==> config.mk <==
export PLATFORM = sky130hd
export DESIGN_NAME = updown_driver
export DESIGN_NICKNAME = d
export VERILOG_FILES = /design/src/rtl/updown_driver.sv
export SDC_FILE = /design/constraint.sdc
export NUM_CORES = 1
export LEC_CHECK = 0
export BUFFER_PORTS_ARGS = -buffer_cell sky130_fd_sc_hd__buf_2
export CORE_MARGIN = 2
export CORE_UTILIZATION = 45
export DETAILED_ROUTE_END_ITERATION = 6
export HOLD_SLACK_MARGIN = 0.05
export PLACE_DENSITY = 0.66
export REMOVE_ABC_BUFFERS = 1
export SETUP_SLACK_MARGIN = 0.2
export SYNTH_ARGS = -nofsm -noshare
export SYNTH_HDL_FRONTEND = slang
export SYNTH_SLANG_ARGS = --single-unit
==> constraint.sdc <==
create_clock -name clock -period 9.2 [get_ports clock]
set_input_delay 0.46 -clock clock [delete_from_list [all_inputs] [get_ports clock]]
set_output_delay 0.46 -clock clock [all_outputs]
set_load 0.02 [all_outputs]
==> src/rtl/updown_driver.sv <==
`default_nettype none
// ============================================================================
// Module      : updown_driver
// Description : Drives an external up/down counter that moves on every clock
//               edge unless reset. Keeps a shadow copy of the counter value,
//               dithers (+1/-1) around the held value when idle, and runs the
//               counter to an accepted target value, pulsing done on arrival.
//               A clear request zeroes the counter, aborting any run.
//
// Ports       : clock        - rising-edge clock
//               reset        - asynchronous active-low reset
//               target_valid / target_data / target_ready
//                            - target request handshake
//               clear / clear_ready
//                            - zero-the-counter handshake (wins over target)
//               ctr_reset    - synchronous active-high reset to the counter
//               ctr_inst     - counter instruction: 0 = up, 1 = down
//               shadow       - counter value after the most recent edge
//               busy         - high in INIT, CLR and RUN
//               done         - one-cycle pulse when shadow reaches the target
//               run_steps    - counting cycles of the last/current run
//
// Config      : `define SHORTEST_PATH_EN to choose the shorter modular
//               direction (runs may wrap through 0; ties go up). Undefined:
//               plain unsigned compare, never wraps.
//
// Revision    : 1.0 - initial release
// ============================================================================
module updown_driver #(
   parameter int WIDTH = 32
) (
   input  logic             clock,
   input  logic             reset,
   input  logic             target_valid,
   input  logic [WIDTH-1:0] target_data,
   output logic             target_ready,
   input  logic             clear,
   output logic             clear_ready,
   output logic             ctr_reset,
   output logic             ctr_inst,
   output logic [WIDTH-1:0] shadow,
   output logic             busy,
   output logic             done,
   output logic [WIDTH-1:0] run_steps
);

   typedef enum logic [1:0] {
      ST_INIT = 2'd0,
      ST_HOLD = 2'd1,
      ST_CLR  = 2'd2,
      ST_RUN  = 2'd3
   } state_t;

   localparam logic [WIDTH-1:0] C_STEPS_MAX = '1;

   state_t           r_state;
   logic             r_phase;
   logic [WIDTH-1:0] r_shadow;
   logic [WIDTH-1:0] r_target;
   logic [WIDTH-1:0] r_run_steps;

   logic w_at_target;
   logic w_dir_down;
   logic w_ctr_reset;
   logic w_ctr_inst;
   logic w_target_ready;
   logic w_clear_ready;
   logic w_busy;
   logic w_done;
   logic w_clear_acc;
   logic w_target_acc;

   assign w_at_target = (r_shadow == r_target);

`ifdef SHORTEST_PATH_EN
   logic [WIDTH-1:0] w_up_dist;
   logic [WIDTH-1:0] w_dn_dist;

   // Modular distances in each direction; equal distances resolve upward.
   assign w_up_dist  = r_target - r_shadow;
   assign w_dn_dist  = r_shadow - r_target;
   assign w_dir_down = (w_up_dist > w_dn_dist);
`else
   assign w_dir_down = !(r_target > r_shadow);
`endif

   // Counter control and handshake flags depend only on registered state,
   // so exactly one of reset/up/down is driven every cycle.
   always_comb begin
      w_ctr_reset    = 1'b0;
      w_ctr_inst     = 1'b0;
      w_target_ready = 1'b0;
      w_clear_ready  = 1'b0;
      w_busy         = 1'b1;
      w_done         = 1'b0;
      case (r_state)
         ST_INIT: begin
            w_ctr_reset = 1'b1;
         end
         ST_HOLD: begin
            w_busy         = 1'b0;
            w_ctr_inst     = r_phase;
            w_target_ready = !r_phase;
            w_clear_ready  = !r_phase;
         end
         ST_CLR: begin
            w_ctr_reset = 1'b1;
         end
         ST_RUN: begin
            w_clear_ready = 1'b1;
            if (w_at_target) begin
               // Arrival step goes up; HOLD phase 1 then steps back down.
               w_done     = 1'b1;
               w_ctr_inst = 1'b0;
            end else begin
               w_ctr_inst = w_dir_down;
            end
         end
         default: begin
            w_ctr_reset = 1'b1;
         end
      endcase
   end

   assign w_clear_acc  = clear && w_clear_ready;
   assign w_target_acc = target_valid && w_target_ready && !w_clear_acc;

   always_ff @(posedge clock or negedge reset) begin
      if (!reset) begin
         r_state     <= ST_INIT;
         r_phase     <= 1'b0;
         r_shadow    <= '0;
         r_target    <= '0;
         r_run_steps <= '0;
      end else begin
         // Mirror what the driven counter does on this edge.
         if (w_ctr_reset) begin
            r_shadow <= '0;
         end else if (w_ctr_inst) begin
            r_shadow <= r_shadow - 1'b1;
         end else begin
            r_shadow <= r_shadow + 1'b1;
         end

         case (r_state)
            ST_INIT: begin
               r_state <= ST_HOLD;
               r_phase <= 1'b0;
            end
            ST_HOLD: begin
               if (w_clear_acc) begin
                  r_state <= ST_CLR;
               end else if (w_target_acc) begin
                  r_state     <= ST_RUN;
                  r_target    <= target_data;
                  r_run_steps <= '0;
                  r_phase     <= 1'b0;
               end else begin
                  r_phase <= !r_phase;
               end
            end
            ST_CLR: begin
               r_state <= ST_HOLD;
               r_phase <= 1'b0;
            end
            ST_RUN: begin
               if (w_clear_acc) begin
                  r_state <= ST_CLR;
               end else if (w_at_target) begin
                  r_state <= ST_HOLD;
                  r_phase <= 1'b1;
               end else if (r_run_steps != C_STEPS_MAX) begin
                  r_run_steps <= r_run_steps + 1'b1;
               end
            end
            default: begin
               r_state <= ST_INIT;
               r_phase <= 1'b0;
            end
         endcase
      end
   end

   assign ctr_reset    = w_ctr_reset;
   assign ctr_inst     = w_ctr_inst;
   assign target_ready = w_target_ready;
   assign clear_ready  = w_clear_ready;
   assign busy         = w_busy;
   assign done         = w_done;
   assign shadow       = r_shadow;
   assign run_steps    = r_run_steps;

endmodule
`default_nettype wire

# After elaboration in Yosys (flattened, before gate mapping)
# Index checks and enable logic that the tools add are counted.
[op_classes] n_shift=0 n_lt_le_gt_ge=1 addsub=3 mul=0 n_mux=26 n_reduce_logical=13 n_div=0 bitwise=1 eq_ne=13
[ops] cell="32-bit 2-to-1 mux" count=7
[ops] cell="32-bit by 1-bit adder with 32-bit output (second input constant)" count=2
[ops] cell="32-bit one-hot mux with 2 select lines" count=1
[ops] cell="32-bit equality test" count=1
[ops] cell="32-bit > comparator" count=1
[ops] cell="32-bit inequality test (second input constant)" count=1
[ops] cell="32-bit by 1-bit subtractor with 32-bit output (second input constant)" count=1
[ops] cell="2-bit inequality test (second input constant)" count=6
[ops] cell="1-bit 2-to-1 mux" count=10
[ops] cell="2-bit 2-to-1 mux" count=4
[ops] cell="3-bit inequality test (second input constant)" count=2
[ops] cell="2-bit one-hot mux with 3 select lines" count=1
[ops] cell="3-bit AND reduction" count=2
[ops] cell="6-bit AND reduction" count=1
[ops] cell="2-bit equality test (second input constant)" count=2
[ops] cell="1-bit one-hot mux with 2 select lines" count=2
[ops] cell="1-bit logical AND" count=3
[ops] cell="1-bit zero test" count=3
[ops] cell="1-bit one-hot mux with 3 select lines" count=1
[ops] cell="2-bit by 1-bit equality test with 1-bit output (second input constant)" count=1
[ops] cell="2-bit zero test" count=1
[ops] cell="2-bit AND reduction" count=1
[ops] cell="2-bit nonzero test" count=1
[ops] cell="2-bit OR reduction" count=1
[ops] cell="1-bit inverter" count=1
[word_totals] rom_bits=0 register_bits=99 wordCells=62 out_inout_bits=70 latchBits=0 in_bits=36 n_memories=0 ram_bits=0

# Logic depth before layout (Yosys ltp)
# Gate-level depths: netlist of the first run.
[depth] depth_word=8 ltp_mapped=17 ltp_nobuf=17

# Worst setup path before layout of the first run
# OpenSTA, ideal clock, no wires.
[synth_timing] path_kind="register -> register" from="register r_shadow[14], in the netlist shadow[14]" to="register r_shadow[31], in the netlist shadow[31]" path_stages_with_launch=17 t_arrival_ps=5231 period_less_slack_ps=5363 slack_ps=3837 setup_time_ps=132 n_path_buf=0 required_time_ps=9068 path_cell_list="dfrtp_1 > inv_1 > ha_1 > a21oi_1 > nand2_1 > a21o_1 > a2111o_1 > a221oi_2 > ha_1 > a211oi_1 > o211ai_1 > a21oi_1 > o2111ai_1 > a41o_1 > a311oi_2 > xnor2_1 > nor2_1"
[synth_between] elab_chain_len=6 elab_cells_between_ends=9 classes_between="2 x add/sub; 1 x order compare; 1 x eq/ne; 4 x mux; 1 x reduce/logical"
[synth_rtl] element="start, declared" line="58" rtl="logic [WIDTH-1:0] r_shadow;"
[synth_rtl] element="start signal, assigned" line="140" rtl="r_shadow <= r_shadow - 1'b1;"
[synth_rtl] element="start signal, assigned" line="142" rtl="r_shadow <= r_shadow + 1'b1;"
[synth_rtl] element="32-bit > comparator" line="84" rtl="assign w_dir_down = !(r_target > r_shadow);"
[synth_rtl] element="1-bit zero test" line="84"
[synth_rtl] element="1-bit 2-to-1 mux *" line="111" rtl="if (w_at_target) begin"
[synth_rtl] element="1-bit one-hot mux with 2 select lines *" line="96" rtl="case (r_state)"
[synth_rtl] element="net ctr_inst" line="40" rtl="output logic ctr_inst,"
[synth_rtl] element="32-bit 2-to-1 mux *" line="139" rtl="end else if (w_ctr_inst) begin"
[synth_rtl] element="32-bit 2-to-1 mux *" line="137" rtl="if (w_ctr_reset) begin"
# The timed path passes the listed nets; every way through them passes the cells marked *.
# A chain may end at the register's enable or synchronous reset.

# Final worst setup path of the first run
[layout_timing] from="register r_shadow[29], in the netlist shadow[29]" to="register r_shadow[25], in the netlist shadow[25]"
[layout_between] elab_chain_len=6 elab_cells_between_ends=7 classes_between="1 x order compare; 1 x eq/ne; 4 x mux; 1 x reduce/logical"
[layout_rtl] element="32-bit > comparator" line="84"
[layout_rtl] element="1-bit zero test" line="84"
[layout_rtl] element="1-bit 2-to-1 mux *" line="111"
[layout_rtl] element="1-bit one-hot mux with 2 select lines *" line="96"
[layout_rtl] element="32-bit 2-to-1 mux *" line="139"
[layout_rtl] element="32-bit 2-to-1 mux *" line="137"
# Mark *: on every way between the ends. The rest lies on a longest branch, timed or not.

==> key figures, run 1 <==
Status
  • Status: finished clean

Routing
  • Antenna Violating Nets Remaining: 0
  • Avg Vias per Cell: 5.476
  • Vias post-DR: 5246
  • Post-Route WL: 15.29 mm
  • Wire per inst: about 16 µm
  • DRT iter0 DRCs: 250
  • First-pass DRT Iterations: 4
  • DRC: 0

Yosys
  • Number of synthesized flops with an enable pin: 0
  • Commonest cells post-synth: dfrtp_1, nor2_1, ha_1, a21oi_1, inv_1
  • Count leader, synth: dfrtp_1
  • Area leader, netlist: dfrtp_1
  • Cell count after synthesis: 671
  • Main area contributors after synthesis: dfrtp_1, ha_1, mux2_2, a21oi_1, nor2_1
  • Share of Yosys cell area claimed by the top area cell type: 0.3894
  • Yosys reg bits: 99
  • Post-Synthesis Cell Area: 6362 µm²
  • Post-synth top flop: dfrtp_1
  • Ys Warns: 0
  • Post-synth cell types: 54
  • Part of the Yosys area used for sequential elements: 0.3894
  • Asr flop ratio synth: 1.000
  • Post-Syn Area per Cell: 9.482 µm²

CTS
  • Clock buffer depth: 2
  • CTS Buf Count: 9
  • Worst-Skew Late Latency: 360 ps
  • Num Clock Sinks: between 90 and 100
  • CTS tree: done
  • Root buf cell: clkbuf_16
  • H-Tree Depth: 3
  • Post-CTS Resized: 0
  • Clock-pin slew on the worst setup and hold paths: 70 ps
  • Cts hold-fix bufs: 1
  • Post-CTS Setup Inserts: 0

Worst setup path
  • CP required: 9430 ps
  • Worst-path maximum fanout: 18
  • Slowest stage cell, crit path: a221oi_4
  • Max incr delay on CP: 890 ps
  • Cells along the critical path: inv_1 -> ha_1 -> a21oi_1 -> nor2_1 -> a2111oi_0 -> o2111ai_1 -> a221oi_4 -> ha_1 -> a211oi_1 -> o211ai_1 -> a21oi_1 -> o21ai_0 -> a31oi_1 -> o21a_1 -> o21ai_0 -> mux2i_1
  • Worst Setup Start Kind: flop
  • Critical path type: flop to flop
  • Worst Setup End Kind: flop
  • Arrival time of the worst setup path: 5530 ps
  • Top Family by Delay on Critical Path: compound AO/OA/AOI/OAI gates
  • Worst path bufs/invs: 1

Final layout
  • Diode count: 0
  • Multi-input gate area: approximately 3600 µm²
  • Area growth syn-to-layout: 15.59%
  • Nets: 874
  • Fin util: 0.5319
  • Finished Layout Cells: 958
  • Share of cells above drive strength 1: 0.2159
  • Fill cell instance count of the final layout: 1264
  • Reg area: about 2500 µm²

STA
  • RSZ-0062 raised after global routing: no
  • Relative slew slack: 0.3451
  • Setup violators final: 0
  • Period utilization: 0.5764
  • Hold WS: 315.5 ps
  • Fin crit period: approximately 5300 ps
  • Slew @ Worst Pin: 982.4 ps
  • Clock Skew: 13.51 ps
  • Slew Viols, Final: 0
  • Endpoints failing hold: 0
  • Fin Setup TNS: 0 ps
  • Achievable clock frequency: ~190 MHz

Pwr
  • Worst VDD drop: 0.1551 mV
  • Leak Pwr: 0.003657 µW
  • Power Density: 299.7 nW/µm²
  • Tot Pwr: 2204 µW

Global routing
  • Overflow after GRT: 0
  • Largest net degree at the start of global routing: 72
  • Global-route wire length before repair: 25.41 mm
  • Gr usage total: 0.2155
  • Antenna violations before repair: 1
  • Vias in the first global route: 5335

Floorplan
  • Num ports: 106
  • Total core area: between 10000 and 15000 µm²
  • Initial Util: 0.4601
  • Num rows: 43
  • Die area: 15110 µm²
  • Die X: 122.9 µm
  • Die H: roughly 120 µm

Worst hold path
  • Tightest Hold Check Type: input port to flop

Placement
  • Port bufs: roughly 110
  • Post-DP HPWL: approximately 11 mm
  • Final GP Congestion: about 0.94
  • Cells after DPL: about 940

Run
  • MaxCap Viol Count: 0
[cells by family after synthesis]
logic type,share of synthesized area
AOI/OAI and AO/OA,0.1422
xor gates and xnor gates,0.06332
adders and majority gates,0.1270
buffers and inverters,0.04444
DFF,0.3894
muxes,0.06116
and+or+nand+nor,0.1725
[power by group]
part,switching (µW),internal (µW)
logic,677,485
clock network,170,191
registers,111,570
[worst paths after layout]
kind / startpoint / to / slack, ps / cells past startpoint
worst max-delay path: shadow[29] / shadow[25] / 3900 / 16
worst min-delay path: target_data[0] / r_target[0] / 320 / 3
worst max register to register: shadow[29] / shadow[25] / 3900 / 16
worst min register to register: r_target[13] / r_target[13] / 510 / 1
max in group asynchronous: reset / run_steps[22] / 7410 / 3
min in group asynchronous: reset / shadow[14] / 570 / 2
[metrics by stage]
stage | area, µm² | worst slack (ps)
finish | 7355 | 3897
detailed placement | 7067 | 3979
global placement | 7067 | 3971
floorplan | 6271 | 3823
global route | 7355 | 3359
CTS | 7355 | 3909
[state kept, by name (all words and copies together), names as in the netlist]
register / count
r_phase: 1
r_state: 2
r_target: 32
run_steps: 32
shadow: 32
[per-layer routing]
layer  part of all wire  up-vias  track usage
li1                   -     2582            -
met1               0.46     2536       0.2790
met3              0.032       26      0.03044
met4              0.026        0      0.09267
met5                  0        -            0
met2               0.48      102       0.3602
[cells in the final DEF, fill, tap and decap left out, drive strengths merged, types with 9 or more instances in the layout]
master | netlist | routed
ha | 63 | 63
nand4 | 15 | 15
clkbuf | 11 | 10
nand2 | 43 | 43
nand3 | 23 | 23
dfrtp | 99 | 99
nand2b | 9 | 9
xnor2 | 27 | 27
a21oi | 55 | 55
nor2 | 67 | 67
inv | 50 | 51
mux2 | 31 | 31
buf | 7 | 109
o21ai | 30 | 30
nor3 | 14 | 14
and3 | 14 | 14
a21o | 22 | 22
xor2 | 19 | 19
[area by class of cell]
| class | count | share of cell area |
|---|---|---|
| timing repair buffer | 110 | 0.07724 |
| multi-input combinational | 503 | 0.4915 |
| sequential | 99 | 0.3368 |
| clock buffer | 10 | 0.03249 |
| inverter | 51 | 0.02603 |
| tap | 180 | 0.03062 |
| clock inverter | 5 | 0.005274 |
[worst min-delay path: stages]
cell and delay [ps]:
buf_2 80, nand2_1 30, o21ai_0 60
Power figures use the tool's default switching activity.
==> inputs of run 2 (changes only) <==
clock period = 5.1 ns   (was 9.2 ns; I/O delays follow)
==> key figures, run 2 (synthesis gave the netlist of run 1 again) <==
Status
  • Status: finished clean

CTS
  • Worst-Skew Late Latency: 360 ps
  • H-Tree Depth: 3
  • Root buf cell: clkbuf_16
  • Num Clock Sinks: approximately 100
  • CTS Buf Count: 9
  • CTS tree: done
  • Clock-pin slew on the worst setup and hold paths: about 70 ps
  • Post-CTS Setup Inserts: 0
  • Clock buffer depth: 2

Floorplan
  • Initial Util: 0.4601
  • Die X: roughly 120 µm
  • Die area: 15110 µm²
  • Num ports: 106
  • Num rows: 43
  • Die H: approximately 120 µm
  • Total core area: 13830 µm²

Final layout
  • Most common cell after layout, fill and taps aside: buf_2
  • Design area: 7397 µm²
  • Diode count: 0
  • Most frequent cells in the layout: buf_2, dfrtp_1, nor2_1
  • Multi-input gate area: 3625 µm²
  • Fill cell instance count of the final layout: 1280
  • Share of cells above drive strength 1: 0.2215
  • Nets: 876
  • Reg area: 2477 µm²
  • Area growth syn-to-layout: 16.26%

STA
  • RSZ-0062 raised after global routing: no
  • Clock Skew: between 10 and 15 ps
  • Slew @ Worst Pin: 830.4 ps
  • Endpoints failing hold: 0
  • Fin crit period: 4472 ps
  • Relative slew slack: 0.4464
  • Achievable clock frequency: 223.6 MHz
  • Setup violators final: 0
  • Slew Viols, Final: 0
  • Period utilization: 0.8770

Placement
  • Post-DP HPWL: 11.69 mm
  • Port bufs: 105
  • Placed cell areas: 7082 µm²
  • Final GP Congestion: 0.9010

Worst setup path
  • Slowest stage cell, crit path: dfrtp_1
  • Worst Setup End Kind: flop
  • Worst-path maximum fanout: 14
  • Worst r2r path cells: 18
  • Worst Setup Start Kind: flop
  • FF-to-FF End: shadow[26]
  • R2R setup slack: 630 ps
  • Critical path type: flop to flop
  • Max incr delay on CP: 440 ps
  • Cells along the critical path: inv_1 -> ha_1 -> a21oi_1 -> o21ai_0 -> a221oi_1 -> o2111ai_1 -> a221oi_4 -> buf_4 -> inv_1 -> fa_1 -> nor2b_1 -> o31a_1 -> o21ai_0 -> a21o_1 -> a21oi_1 -> o21a_1 -> a41oi_1 -> mux2i_1
  • CP required: 5340 ps
  • R2r startpoint: shadow[19]
  • Arrival time of the worst setup path: 4710 ps

Routing
  • Avg Vias per Cell: 5.520
  • Post-Route WL: around 16 mm
  • DRC: 0
  • DRT iter0 DRCs: 189
  • Wire per inst: 16.33 µm
  • Antenna Violating Nets Remaining: 0
  • Vias post-DR: 5305
  • First-pass DRT Iterations: 4

Global routing
  • Global-route wire length before repair: around 26 mm
  • Gr usage total: 0.2207
  • Overflow after GRT: 0
  • Largest net degree at the start of global routing: 63
  • Antenna violations before repair: 0
  • Vias in the first global route: about 5200

Pwr
  • Tot Pwr: between 4000 and 5000 µW
  • Leak Pwr: 0.003677 µW
  • Worst VDD drop: about 0.24 mV
  • Power Density: 547.4 nW/µm²

Worst hold path
  • Worst Hold End: r_target[0]
  • Hold Startpoint: target_data[0]
  • Tightest Hold Check Type: input port to flop
  • WHS Path Cells: 3

Run
  • MaxCap Viol Count: 0
## run 2: worst max-delay path: cells and delay by family, from the launching register on
family	cells	cell delay, ps
mux	1	140
fa+ha+maj	2	760
simple gates	1	220
buf+inv	3	430
flops	1	440
compound gates	11	2350
## run 2: routing by layer
layer / vias up / global-route usage / part of all wire
met5: - / 0 / 0
met4: 0 / 0.09267 / 0.021
met3: 23 / 0.02814 / 0.033
met2: 99 / 0.3584 / 0.48
met1: 2589 / 0.2974 / 0.46
li1: 2594 / - / -
## run 2: power breakdown
group	switching (µW)	leakage [µW]	internal, µW
registers	200	0.00128	1030
clock network	329	0.000143	364
logic	1240	0.00225	885
## run 2: timing repair
action                                 CTS  global route
hold buffers                             1             0
resized for setup                        0             4
setup endpoints to repair                0            12
endpoints found under the hold margin   61             0
## run 2: worst max-delay path by stage
stage	from	cells after the start	to
floorplan	shadow[14]	16	shadow[31]
global placement	shadow[29]	17	shadow[31]
detailed placement	shadow[29]	17	shadow[31]
CTS	shadow[29]	17	shadow[31]
global route	shadow[27]	17	shadow[25]
finish	shadow[19]	18	shadow[26]
## run 2: final cells by class
class                           count  share of cell area
Multi-Input combinational cell    503              0.4900
Sequential cell                    99              0.3349
Timing Repair Buffer              112             0.07882
Clock buffer                       11             0.03417
Tap cell                          180             0.03045
Inverter                           51             0.02588
Clock inverter                      5            0.005751
## run 2: metrics by stage
step	setup TNS [ps]	std cells	utilization	hold WS (ps)	setup slack, ps
2_1_floorplan	-1885	653	-	-40.59	-276.7
3_3_place_gp	0	944	0.5122	397.6	474.9
3_5_place_dp	0	944	0.5122	408.6	502.9
4_1_cts	0	961	0.5343	93.32	432.4
5_1_grt	0	961	0.5350	110.7	270.1
6_report	0	961	0.5350	105.8	627.5
